File: config.mk
export PLATFORM = sky130hd
export DESIGN_NAME = fetch_predecode
export DESIGN_NICKNAME = d
export VERILOG_FILES = /design/src/rtl/fetch_predecode.sv
export SDC_FILE = /design/constraint.sdc
export NUM_CORES = 1
export LEC_CHECK = 0
export BUFFER_PORTS_ARGS = -buffer_cell sky130_fd_sc_hd__buf_2
export CAP_MARGIN = 20
export CORE_AREA = 2 2 147 149
export DETAILED_ROUTE_END_ITERATION = 8
export DIE_AREA = 0 0 149 151
export PLACE_DENSITY_LB_ADDON = 0.1
export SLEW_MARGIN = 0
export SYNTH_ARGS = -nofsm -noshare
export SYNTH_HDL_FRONTEND = slang
export SYNTH_SLANG_ARGS = --single-unit
File: constraint.sdc
create_clock -name clk -period 15.2 [get_ports clk]
set_input_delay 2.28 -clock clk [delete_from_list [all_inputs] [get_ports clk]]
set_output_delay 2.28 -clock clk [all_outputs]
set_load 0.01 [all_outputs]
File: src/rtl/fetch_predecode.sv
// fetch_predecode: single-outstanding fetch front end with JAL/JALR/branch
// pre-decode, next-PC prediction and return-address-stack control.
// Optional build macro: BTFN_PREDICT_EN (backward-taken/forward-not-taken
// prediction for conditional branches; otherwise branches predict not-taken).
module fetch_predecode #(
    parameter logic [47:0] RESET_PC = 48'h0,
    parameter bit          LINK_X5  = 1'b1
) (
    input  logic        clk,
    input  logic        reset,
    output logic        imem_req,
    output logic [47:0] imem_addr,
    input  logic        imem_valid,
    input  logic [31:0] imem_rdata,
    output logic        out_valid,
    input  logic        out_ready,
    output logic [31:0] out_instr,
    output logic [47:0] out_pc,
    output logic [47:0] out_pred_pc,
    input  logic        redirect,
    input  logic [47:0] redirect_pc,
    output logic        ras_push,
    output logic        ras_pop,
    output logic        ras_replace,
    output logic        ras_flush,
    output logic [47:0] ras_idata,
    input  logic [47:0] ras_odata
);

    typedef enum logic [1:0] {IDLE, FETCH, HOLD} state_t;

    state_t             state, state_next;
    logic [47:0]        pc, pc_next, pc_plus4;
    logic               drain, drain_next;
    logic               capture;
    logic [6:0]         opcode;
    logic [4:0]         rd, rs1;
    logic               link_rd, link_rs1;
    logic signed [47:0] imm_j;
`ifdef BTFN_PREDICT_EN
    logic signed [47:0] imm_b;
`endif
    logic [47:0]        pred_pc;
    logic               push_d, pop_d, repl_d;

    function automatic logic is_link(input logic [4:0] r);
        return (r == 5'd1) || (LINK_X5 && (r == 5'd5));
    endfunction

    assign opcode   = imem_rdata[6:0];
    assign rd       = imem_rdata[11:7];
    assign rs1      = imem_rdata[19:15];
    assign link_rd  = is_link(rd);
    assign link_rs1 = is_link(rs1);
    assign pc_plus4 = pc + 48'd4;
    assign imm_j    = {{27{imem_rdata[31]}}, imem_rdata[31], imem_rdata[19:12],
                       imem_rdata[20], imem_rdata[30:21], 1'b0};
`ifdef BTFN_PREDICT_EN
    assign imm_b    = {{35{imem_rdata[31]}}, imem_rdata[31], imem_rdata[7],
                       imem_rdata[30:25], imem_rdata[11:8], 1'b0};
`endif

    // Pre-decode the returned word into a predicted PC and a RAS action
    always_comb begin
        pred_pc = pc_plus4;
        push_d  = 1'b0;
        pop_d   = 1'b0;
        repl_d  = 1'b0;
        case (opcode)
            7'b1101111: begin
                pred_pc = pc + $unsigned(imm_j);
                push_d  = link_rd;
            end
            7'b1100111: begin
                if (link_rd && !link_rs1) begin
                    push_d = 1'b1;
                end else if (!link_rd && link_rs1) begin
                    pop_d   = 1'b1;
                    pred_pc = ras_odata;
                end else if (link_rd && link_rs1) begin
                    // Same register on both sides is a fresh call, not a coroutine swap
                    if (rd == rs1) begin
                        push_d = 1'b1;
                    end else begin
                        repl_d  = 1'b1;
                        pred_pc = ras_odata;
                    end
                end
            end
            7'b1100011: begin
`ifdef BTFN_PREDICT_EN
                if (imem_rdata[31]) pred_pc = pc + $unsigned(imm_b);
`endif
            end
            default: ;
        endcase
    end

    // Next-state, next-PC and drain tracking; redirect overrides everything
    always_comb begin
        state_next = state;
        pc_next    = pc;
        drain_next = drain;
        if (redirect) begin
            pc_next    = redirect_pc;
            state_next = FETCH;
            // A request still in flight must have its response swallowed
            drain_next = (state == FETCH) && !imem_valid;
        end else begin
            case (state)
                IDLE:  state_next = FETCH;
                FETCH: begin
                    if (imem_valid) begin
                        if (drain) drain_next = 1'b0;
                        else       state_next = HOLD;
                    end
                end
                HOLD: begin
                    if (out_ready) begin
                        pc_next    = out_pred_pc;
                        state_next = FETCH;
                    end
                end
                default: state_next = IDLE;
            endcase
        end
    end

    assign capture     = (state == FETCH) && imem_valid && !drain && !redirect;
    assign imem_req    = (state == FETCH) && !drain;
    assign imem_addr   = pc;
    assign ras_push    = capture && push_d;
    assign ras_pop     = capture && pop_d;
    assign ras_replace = capture && repl_d;
    assign ras_flush   = redirect;
    assign ras_idata   = capture ? pc_plus4 : 48'h0;

    // Control state register
    always_ff @(posedge clk or posedge reset) begin
        if (reset) begin
            state <= IDLE;
            pc    <= RESET_PC;
            drain <= 1'b0;
        end else begin
            state <= state_next;
            pc    <= pc_next;
            drain <= drain_next;
        end
    end

    // Decode handoff register: load on capture, release on handshake or redirect
    always_ff @(posedge clk or posedge reset) begin
        if (reset) begin
            out_valid   <= 1'b0;
            out_instr   <= 32'h0;
            out_pc      <= 48'h0;
            out_pred_pc <= 48'h0;
        end else if (redirect) begin
            out_valid <= 1'b0;
        end else if (capture) begin
            out_valid   <= 1'b1;
            out_instr   <= imem_rdata;
            out_pc      <= pc;
            out_pred_pc <= pred_pc;
        end else if ((state == HOLD) && out_ready) begin
            out_valid <= 1'b0;
        end
    end

endmodule

==> impl_metrics.yaml, run 1 <==
status:
  status: "finished, final reports clean"
min_path:
  holdPathStages: 2
  hold_start: "out_instr[7]"
  min_path_type: "register to register"
  holdPathEnd: "out_instr[7]"
floorplan:
  rows: 53
  die_height_um: 151
  pin_count: 363
  die_x_um: 149
  start_util_pct: 56.4
  design.core.area_sq_um: 20800
  die-area_sq_um: 22500
detailed_routing:
  vias: 12019
  drt_iter0_markers: 831
  drt.antenna.violating_nets: 0
  vias_per_cell: 5.92
  wl_per_cell_um: 19.8
  drc_errors: 0
  wirelength_um: 40300
  drtPass1Iterations: 5
synth:
  seq_area_frac_synth_pct: 38.3
  avgSynthCellArea_sq_um: 8.24
  yosysTopAreaCellShare_pct: 38.3
  synth_ff_type: "dfrtp_1"
  syn-cell-area_sq_um: 11800
  async_flop_share_pct: 100
  synth_cell_types: 76
  yosys.area.top_type: "dfrtp_1"
  syn-num-nets: 1608
  ys_seq_elements: 180
  synth_cells: 1427
  ys_warn_count: 0
  synth_edf_count: 0
  synthTopCellsByArea: "dfrtp_1, nand2_1, o21ai_0, ha_1, mux2i_1"
cts:
  postCtsSetupRepairBufs: 0
  ctsHoldBuffers: 0
  cts.htree.levels: 4
  insertion_delay_ns: 0.46
  clk_pin_slew_ns: 0.07
  ctsResizeCount: 0
  cts_tree: "done"
  clock-root-buffer: "clkbuf_16"
  cts_sinks: 180
  cts_buffer_depth: 2
  cts_buffers: 17
sta:
  tightestPinTransition_ns: 1.07
  max_freq_ghz: 0.145
  rsz0062_at_grt: "no"
  min_period_over_period_pct: 45.5
  setup_tns_ns: 0
  maxSlewHeadroom_pct: 28.0
  fin_skew_ns: 0.0128
  finalSetupViolCount: 0
  slew_viol_final: 0
  fin_crit_ns: 6.92
  hold_viol: 0
critical_path:
  critPathMaxFanout: 13
  ff2ff_setup_slack_ns: 11.65
  end_kind: "output pin"
  cp_common_cell: "buf_2"
  cp_top_family: "simple AND/OR/NAND/NOR gates"
  crit_type: "input pin to output pin"
  slowest_stage: "nor3_2"
  reg2regPathDepth: 11
  max_stage_delay_ns: 0.84
  path_cells: "buf_2, or4b_1, o21bai_1, buf_4, nor3_2, inv_1, nor3_1, buf_2"
  worstSetupStartpointType: "input pin"
  timing.rr.start: "imem_addr[1]"
  required_ns: 12.92
  crit_buf_inv: 4
  rr_endpoint: "out_pred_pc[39]"
  arrival_ns: 4.64
power:
  p_clk_share_pct: 26.0
  switching_share_pct: 39.4
  max-vdd-ir-drop_mv: 0.0670
  power_leakage_nw: 7.59
  switchingPower_uw: 689
  pwr-share-seq_pct: 40.2
  comb_power_share_pct: 33.8
  powerDensity_nw_per_um2: 122
  internal-power_mw: 1.06
layout:
  synthToLayoutAreaGrowth_pct: 21.8
  drive_gt1_share_pct: 24.6
  ff_latch_area_sq_um: 4500
  fin_nets: 1921
  multi_input_area_sq_um: 6880
  n_fill_cell: 1826
  fin_util_pct: 68.7
  fin_cells: 2030
grt:
  grt_pass1_vias: 11159
  antenna_found_initial: 5
  grt_max_degree: 106
  grt.total_usage_pct: 35.3
  grt_pass1_wl_um: 61700
  grt_overflow: 0
run:
  cap_violations: 0
placed_design:
  hpwlAfterDp_um: 29200
  portBuffers: 362
  place_congestion: 0.937
  dp.cells: 1996
==> cell usage after synthesis (5+ instances only) <==
cell type    n
a211oi_1     9
xor2_1      40
a221oi_1    14
mux2i_1     50
nor2_1     100
o31ai_1      5
xnor2_1     48
nand2b_1     8
inv_1       19
o21a_1      10
nand3_1     32
and2_1      31
o221ai_1     5
nor3_1      15
clkbuf_1    61
nand4_1     20
o22ai_1      7
a222oi_1    12
or3_1        6
buf_2        5
o211ai_1    12
nand2_1    368
a21oi_1     64
and4_1       6
buf_1       12
and3_1      12
a21o_1      32
a22oi_1      5
o21ai_0    122
dfrtp_1    180
ha_1        47
==> worst max-delay path by stage <==
| stage | startpoint | endpoint | slack [ns] | depth (start not counted) |
|---|---|---|---|---|
| 2_1_floorplan | reset | drain | 8.03 | 1 |
| 6_report | imem_rdata[16] | ras_replace | 8.28 | 8 |
| 3_5_place_dp | imem_rdata[16] | ras_replace | 8.36 | 8 |
| 4_1_cts | imem_rdata[16] | ras_replace | 8.28 | 8 |
| 3_3_place_gp | imem_rdata[16] | ras_replace | 8.42 | 8 |
| 5_1_grt | imem_rdata[16] | ras_replace | 8.23 | 8 |
==> worst min-delay path, stage by stage, from the launching register on <==
cell,delay [ns]
dfrtp_1,0.34
nand2_1,0.05
nand2_1,0.05
==> layout by cell type (no fill, tap or decap), drive strengths merged, types with 12 or more instances in the layout <==
cell    count
a21o       32
a21oi      64
a221oi     14
a222oi     12
and2       31
and3       12
buf       375
clkbuf     17
dfrtp     180
ha         47
inv        27
mux2i      50
nand2     368
nand3      32
nand4      22
nor2      100
nor3       17
o211ai     12
o21ai     127
xnor2      48
xor2       40
==> metal layers <==
layer  wire length (um)  global-route usage (%)  vias up
li1                   -                       -     5624
met1              16800                    46.9     5757
met2              19000                    57.9      547
met3               3040                    6.27       89
met4               1450                    13.5        2
met5                 15                       0        -
==> cell type report <==
cell class                      count  area share [%]
Multi-Input combinational cell   1147            48.1
Antenna cell                        2          0.0350
Clock buffer                       17            2.97
Timing Repair Buffer              375            13.4
Sequential cell                   180            31.5
Tap cell                          275            2.40
Inverter                           19           0.551
Clock inverter                     15            1.12
==> power groups by stage <==
stage / Sequential, mW / Clock (mW) / Combinational [mW]
CTS: 0.700 / 0.456 / 0.591
detailed placement: 0.707 / 0 / 0.588
finish: 0.703 / 0.455 / 0.591
global route: 0.718 / 0.476 / 0.651
global placement: 0.707 / 0 / 0.576
floorplan: 0.744 / 0 / 0.296
==> state kept, by name (all words and copies together), names as in the netlist <==
signal,count
imem_addr,48
out_pc,48
out_pred_pc,48
out_instr,32
state,2
drain,1
out_valid,1
==> cells by family after synthesis <==
| group | count (synthesis) | synth area share (%) |
|---|---|---|
| fa+ha+maj | 48 | 5.17 |
| flops | 180 | 38.3 |
| mux | 51 | 4.35 |
| xor+xnor | 88 | 6.56 |
| compound gates | 341 | 19.1 |
| buf+inv | 100 | 3.30 |
| simple gates | 619 | 23.2 |
==> per-stage QoR <==
stage               power, mW  instance area [sq um]  hold slack (ns)  setup WS [ns]
floorplan                1.04                  11800            0.478           8.03
global placement         1.28                  13700            0.452           8.42
detailed placement       1.29                  13700            0.457           8.36
CTS                      1.75                  14300            0.476           8.28
global route             1.85                  14300            0.495           8.23
finish                   1.75                  14300            0.474           8.28
No activity file was read; power rests on OpenSTA's default activity.
==> run 2: changes to the inputs <==
Settings changed: CORE_AREA 2 2 147 149 to 2 2 160 162, DIE_AREA 0 0 149 151 to 0 0 162 164.
Clock period 15.2 ns to 6.3 ns, I/O delays scaled along.
==> impl_metrics.yaml, run 2 (same netlist as run 1, synthesis figures left out) <==
status:
  status: "finished, final reports clean"
detailed_routing:
  drt.antenna.violating_nets: 0
  vias: 11823
  wirelength_um: 40400
  drtPass1Iterations: 7
  drc_errors: 0
  drt_iter0_markers: 924
  vias_per_cell: 5.65
  wl_per_cell_um: 19.3
critical_path:
  worstSetupStartpointType: "register"
  max_stage_delay_ns: 0.60
  reg2regPathDepth: 10
  required_ns: 5.35
  crit_buf_inv: 1
  slowest_stage: "dfrtp_1"
  cp_top_family: "simple AND/OR/NAND/NOR gates"
  end_kind: "output pin"
  path_cells: "nand4_2, nor4_4, and4_1, nand2_1, nor2_1, xor2_1, and2_1, buf_2"
  crit_type: "register to output pin"
  critical_path_depth: 8
  arrival_ns: 3.36
  critPathMaxFanout: 9
sta:
  slew_viol_final: 0
  setup_tns_ns: 0
  worst_hold_slack_ns: 0.474
  maxSlewHeadroom_pct: 33.0
  finalSetupViolCount: 0
  max_freq_ghz: 0.232
  tightestPinTransition_ns: 0.999
  rsz0062_at_grt: "no"
  fin_crit_ns: 4.30
  hold_viol: 0
  min_period_over_period_pct: 68.3
  fin_skew_ns: 0.0142
grt:
  met3_usage_pct: 6.31
  grt_overflow: 0
  grt_pass1_wl_um: 62900
  top_usage_layer: "met2"
  grt.met1_usage_pct: 39.4
  grt_max_degree: 81
  grt.total_usage_pct: 30.2
  grt_pass1_vias: 11370
  antenna_found_initial: 7
  grt_use_met2_pct: 49.7
cts:
  cts.htree.levels: 4
  ctsHoldBuffers: 0
  clock-root-buffer: "clkbuf_16"
  cts_buffer_depth: 2
  cts_sinks: 180
  cts_tree: "done"
  ctsResizeCount: 0
  insertion_delay_ns: 0.45
  clk_pin_slew_ns: 0.08
  postCtsSetupRepairBufs: 0
  cts_buffers: 17
placed_design:
  placed_cell_area_sq_um: 13800
  place_congestion: 0.963
  hpwlAfterDp_um: 30100
  portBuffers: 362
floorplan:
  die_x_um: 162
  die-area_sq_um: 26600
  start_util_pct: 47.4
  die_height_um: 164
  pin_count: 363
  rows: 58
  design.core.area_sq_um: 24800
power:
  powerDensity_nw_per_um2: 292
  power_leakage_nw: 7.62
  max-vdd-ir-drop_mv: 0.156
min_path:
  min_path_type: "register to register"
  holdPathStages: 2
run:
  cap_violations: 0
layout:
  drive_gt1_share_pct: 24.7
  synthToLayoutAreaGrowth_pct: 23.1
  final_cell_mix: "nand2_1, buf_2, dfrtp_1"
  mostFrequentLayoutCell: "nand2_1"
  fin_util_pct: 58.3
  n_fill_cell: 2393
  final_area_sq_um: 14500
  fin_nets: 1922
run 2: changes by cell type in the layout (fill, tap and decap cells not counted):
cell,previous run,this run
buf_4,14,12
nor2_2,1,0
inv_8,7,6
clkinv_8,3,5
buf_12,0,3
diode_2,2,7
nor2_4,0,1
clkinv_4,1,2
clkinv_2,2,0
run 2: path summary, 6_finish.rpt:
check	startpoint	slack (ns)	end
setup / recovery	imem_addr[7]	2.00	ras_idata[47]
max in group asynchronous	reset	4.47	out_pred_pc[38]
min in group asynchronous	reset	0.56	out_pc[10]
hold / removal	out_pc[41]	0.47	out_pc[41]
setup reg to reg	imem_addr[8]	2.75	out_pred_pc[40]
hold reg to reg	out_pc[41]	0.47	out_pc[41]
run 2: area by class of cell:
class / instances / area (sq um) / share of cell area, %
Antenna cell: 7 / 17.5 / 0.121
Clock buffer: 17 / 425 / 2.94
Clock inverter: 15 / 180 / 1.25
Inverter: 19 / 78.8 / 0.545
Multi-Input combinational cell: 1147 / 6890 / 47.6
Sequential cell: 180 / 4500 / 31.1
Tap cell: 330 / 413 / 2.85
Timing Repair Buffer: 376 / 1960 / 13.5
run 2: per-layer routing:
layer | wire length (um) | vias up
met2 | 19100 | 478
met1 | 16900 | 5616
li1 | - | 5642
met4 | 1240 | 4
met3 | 3130 | 83
met5 | 31 | -
run 2: metrics by stage:
step,setup WS [ns],instances,power (mW)
floorplan,0.468,1427,2.51
global placement,2.38,2052,3.10
detailed placement,2.30,2052,3.12
CTS,2.01,2084,4.23
global route,1.85,2086,4.47
finish,2.00,2091,4.22
run 2: power breakdown:
part	leakage, nW	internal, mW	total (mW)	switching, mW
sequential	2.23	1.44	1.69	0.249
clock	0.292	0.540	1.11	0.573
combinational	5.10	0.586	1.41	0.828
total	7.62	2.57	4.22	1.65
run 2: worst min-delay path, delay by kind of cell (launching register included):
kind | cells | cell delay [ns]
simple gates | 2 | 0.11
flops | 1 | 0.34
==> run 3: changes to the inputs <==
Settings changed: CORE_AREA 2 2 160 162 to 2 2 152 154, DIE_AREA 0 0 162 164 to 0 0 154 156.
Clock period 6.3 ns to 4.34 ns, I/O delays scaled along.
==> impl_metrics.yaml, run 3 (same netlist as run 1, synthesis figures left out) <==
cts:
  insertion_delay_ns: 0.45
  postCtsSetupRepairBufs: 0
  cts_buffer_depth: 2
  ctsResizeCount: 0
  cts_tree: "done"
  clock-root-buffer: "clkbuf_16"
  ctsHoldBuffers: 0
  cts.htree.levels: 4
  clk_pin_slew_ns: 0.08
  cts_buffers: 17
  cts_sinks: 180
critical_path:
  critPathMaxFanout: 9
  ff2ff_setup_slack_ns: 0.79
  crit_type: "register to output pin"
  arrival_ns: 3.29
  worstSetupStartpointType: "register"
  end_kind: "output pin"
  rr_endpoint: "out_pred_pc[45]"
  reg2regPathDepth: 10
  timing.rr.start: "imem_addr[2]"
  required_ns: 3.69
detailed_routing:
  drc_errors: 0
  wl_per_cell_um: 19.9
  drtPass1Iterations: 5
  drt.antenna.violating_nets: 0
  wirelength_um: 40700
  vias_per_cell: 5.92
  vias: 12136
  drt_iter0_markers: 1022
sta:
  tightestPinTransition_ns: 1.06
  maxSlewHeadroom_pct: 29.0
  fin_crit_ns: 3.94
  finalSetupViolCount: 0
  fin_ws_ns: 0.395
  setup_tns_ns: 0
  min_period_over_period_pct: 90.9
  hold_viol: 0
  slew_viol_final: 0
  fin_skew_ns: 0.0145
  rsz0062_at_grt: "no"
  max_freq_ghz: 0.253
layout:
  final_cell_mix: "nand2_1, buf_2, dfrtp_1"
  mostFrequentLayoutCell: "nand2_1"
  fin_nets: 1933
  antenna_cells: 0
  synthToLayoutAreaGrowth_pct: 23.2
  drive_gt1_share_pct: 25.2
grt:
  grt_pass1_wl_um: 63500
  grt_overflow: 0
  grt_pass1_vias: 11431
  grt.total_usage_pct: 33.5
  grt_max_degree: 104
  antenna_found_initial: 3
floorplan:
  die_height_um: 156
  start_util_pct: 52.6
  pin_count: 363
  die-area_sq_um: 24000
  rows: 55
  die_x_um: 154
  design.core.area_sq_um: 22400
placed_design:
  post-place-ws_ns: 0.641
  hpwlAfterDp_um: 30300
  portBuffers: 362
  place_congestion: 0.973
run:
  cap_violations: 0
power:
  max-vdd-ir-drop_mv: 0.262
  power_leakage_nw: 7.68
  powerDensity_nw_per_um2: 427
status:
  status: "finished, final reports clean"
min_path:
  min_path_type: "input pin to asynchronous set/reset pin"
==> run 3: how the worst max path moves through the flow <==
stage / from / to / slack, ns / cells after the start
global placement: imem_rdata[21] / out_pred_pc[41] / 0.71 / 12
global route: imem_addr[7] / ras_idata[40] / 0.22 / 8
CTS: imem_addr[8] / ras_idata[40] / 0.43 / 8
detailed placement: imem_rdata[21] / out_pred_pc[47] / 0.64 / 12
finish: imem_addr[7] / ras_idata[40] / 0.40 / 8
floorplan: imem_rdata[21] / out_pred_pc[47] / 1.31 / 11
==> run 3: worst max-delay path, cell delays in order (launching register included) <==
cell     delay, ns
dfrtp_1       0.59
nand4_2       0.24
nor4_4        0.57
nand4_1       0.31
nor2b_1       0.43
nand4_1       0.17
xnor2_1       0.25
and2_1        0.16
buf_2         0.13
==> run 3: stage by stage <==
step	total power, mW	hold slack, ns	util, %	cells	cell area [sq um]
3_5_place_dp	4.54	0.458	62.0	2018	13900
5_1_grt	6.53	0.340	64.8	2050	14500
2_1_floorplan	3.64	0.478	-	1427	11800
3_3_place_gp	4.51	0.453	62.0	2018	13900
4_1_cts	6.20	0.308	64.8	2050	14500
6_report	6.19	0.293	64.8	2050	14500
==> run 3: routing by layer <==
metal	track usage (%)	up-vias	wire [um]
met5	0	-	34
met4	10.6	6	1080
met3	6.50	75	2840
met2	56.2	502	19400
met1	43.9	5893	17300
li1	-	5660	-
==> run 3: where the power goes <==
group,switching (mW),leakage [nW],internal (mW),total (mW)
logic,1.21,5.14,0.856,2.07
clock network,0.808,0.304,0.850,1.66
registers,0.374,2.23,2.09,2.47
==> run 3: layout make-up <==
type / count / area, sq um
Fill cell: 2003 / 7880
Timing Repair Buffer: 387 / 2040
Inverter: 19 / 75.1
Clock inverter: 14 / 184
Sequential cell: 180 / 4500
Tap cell: 285 / 357
Clock buffer: 18 / 439
Multi-Input combinational cell: 1147 / 6890
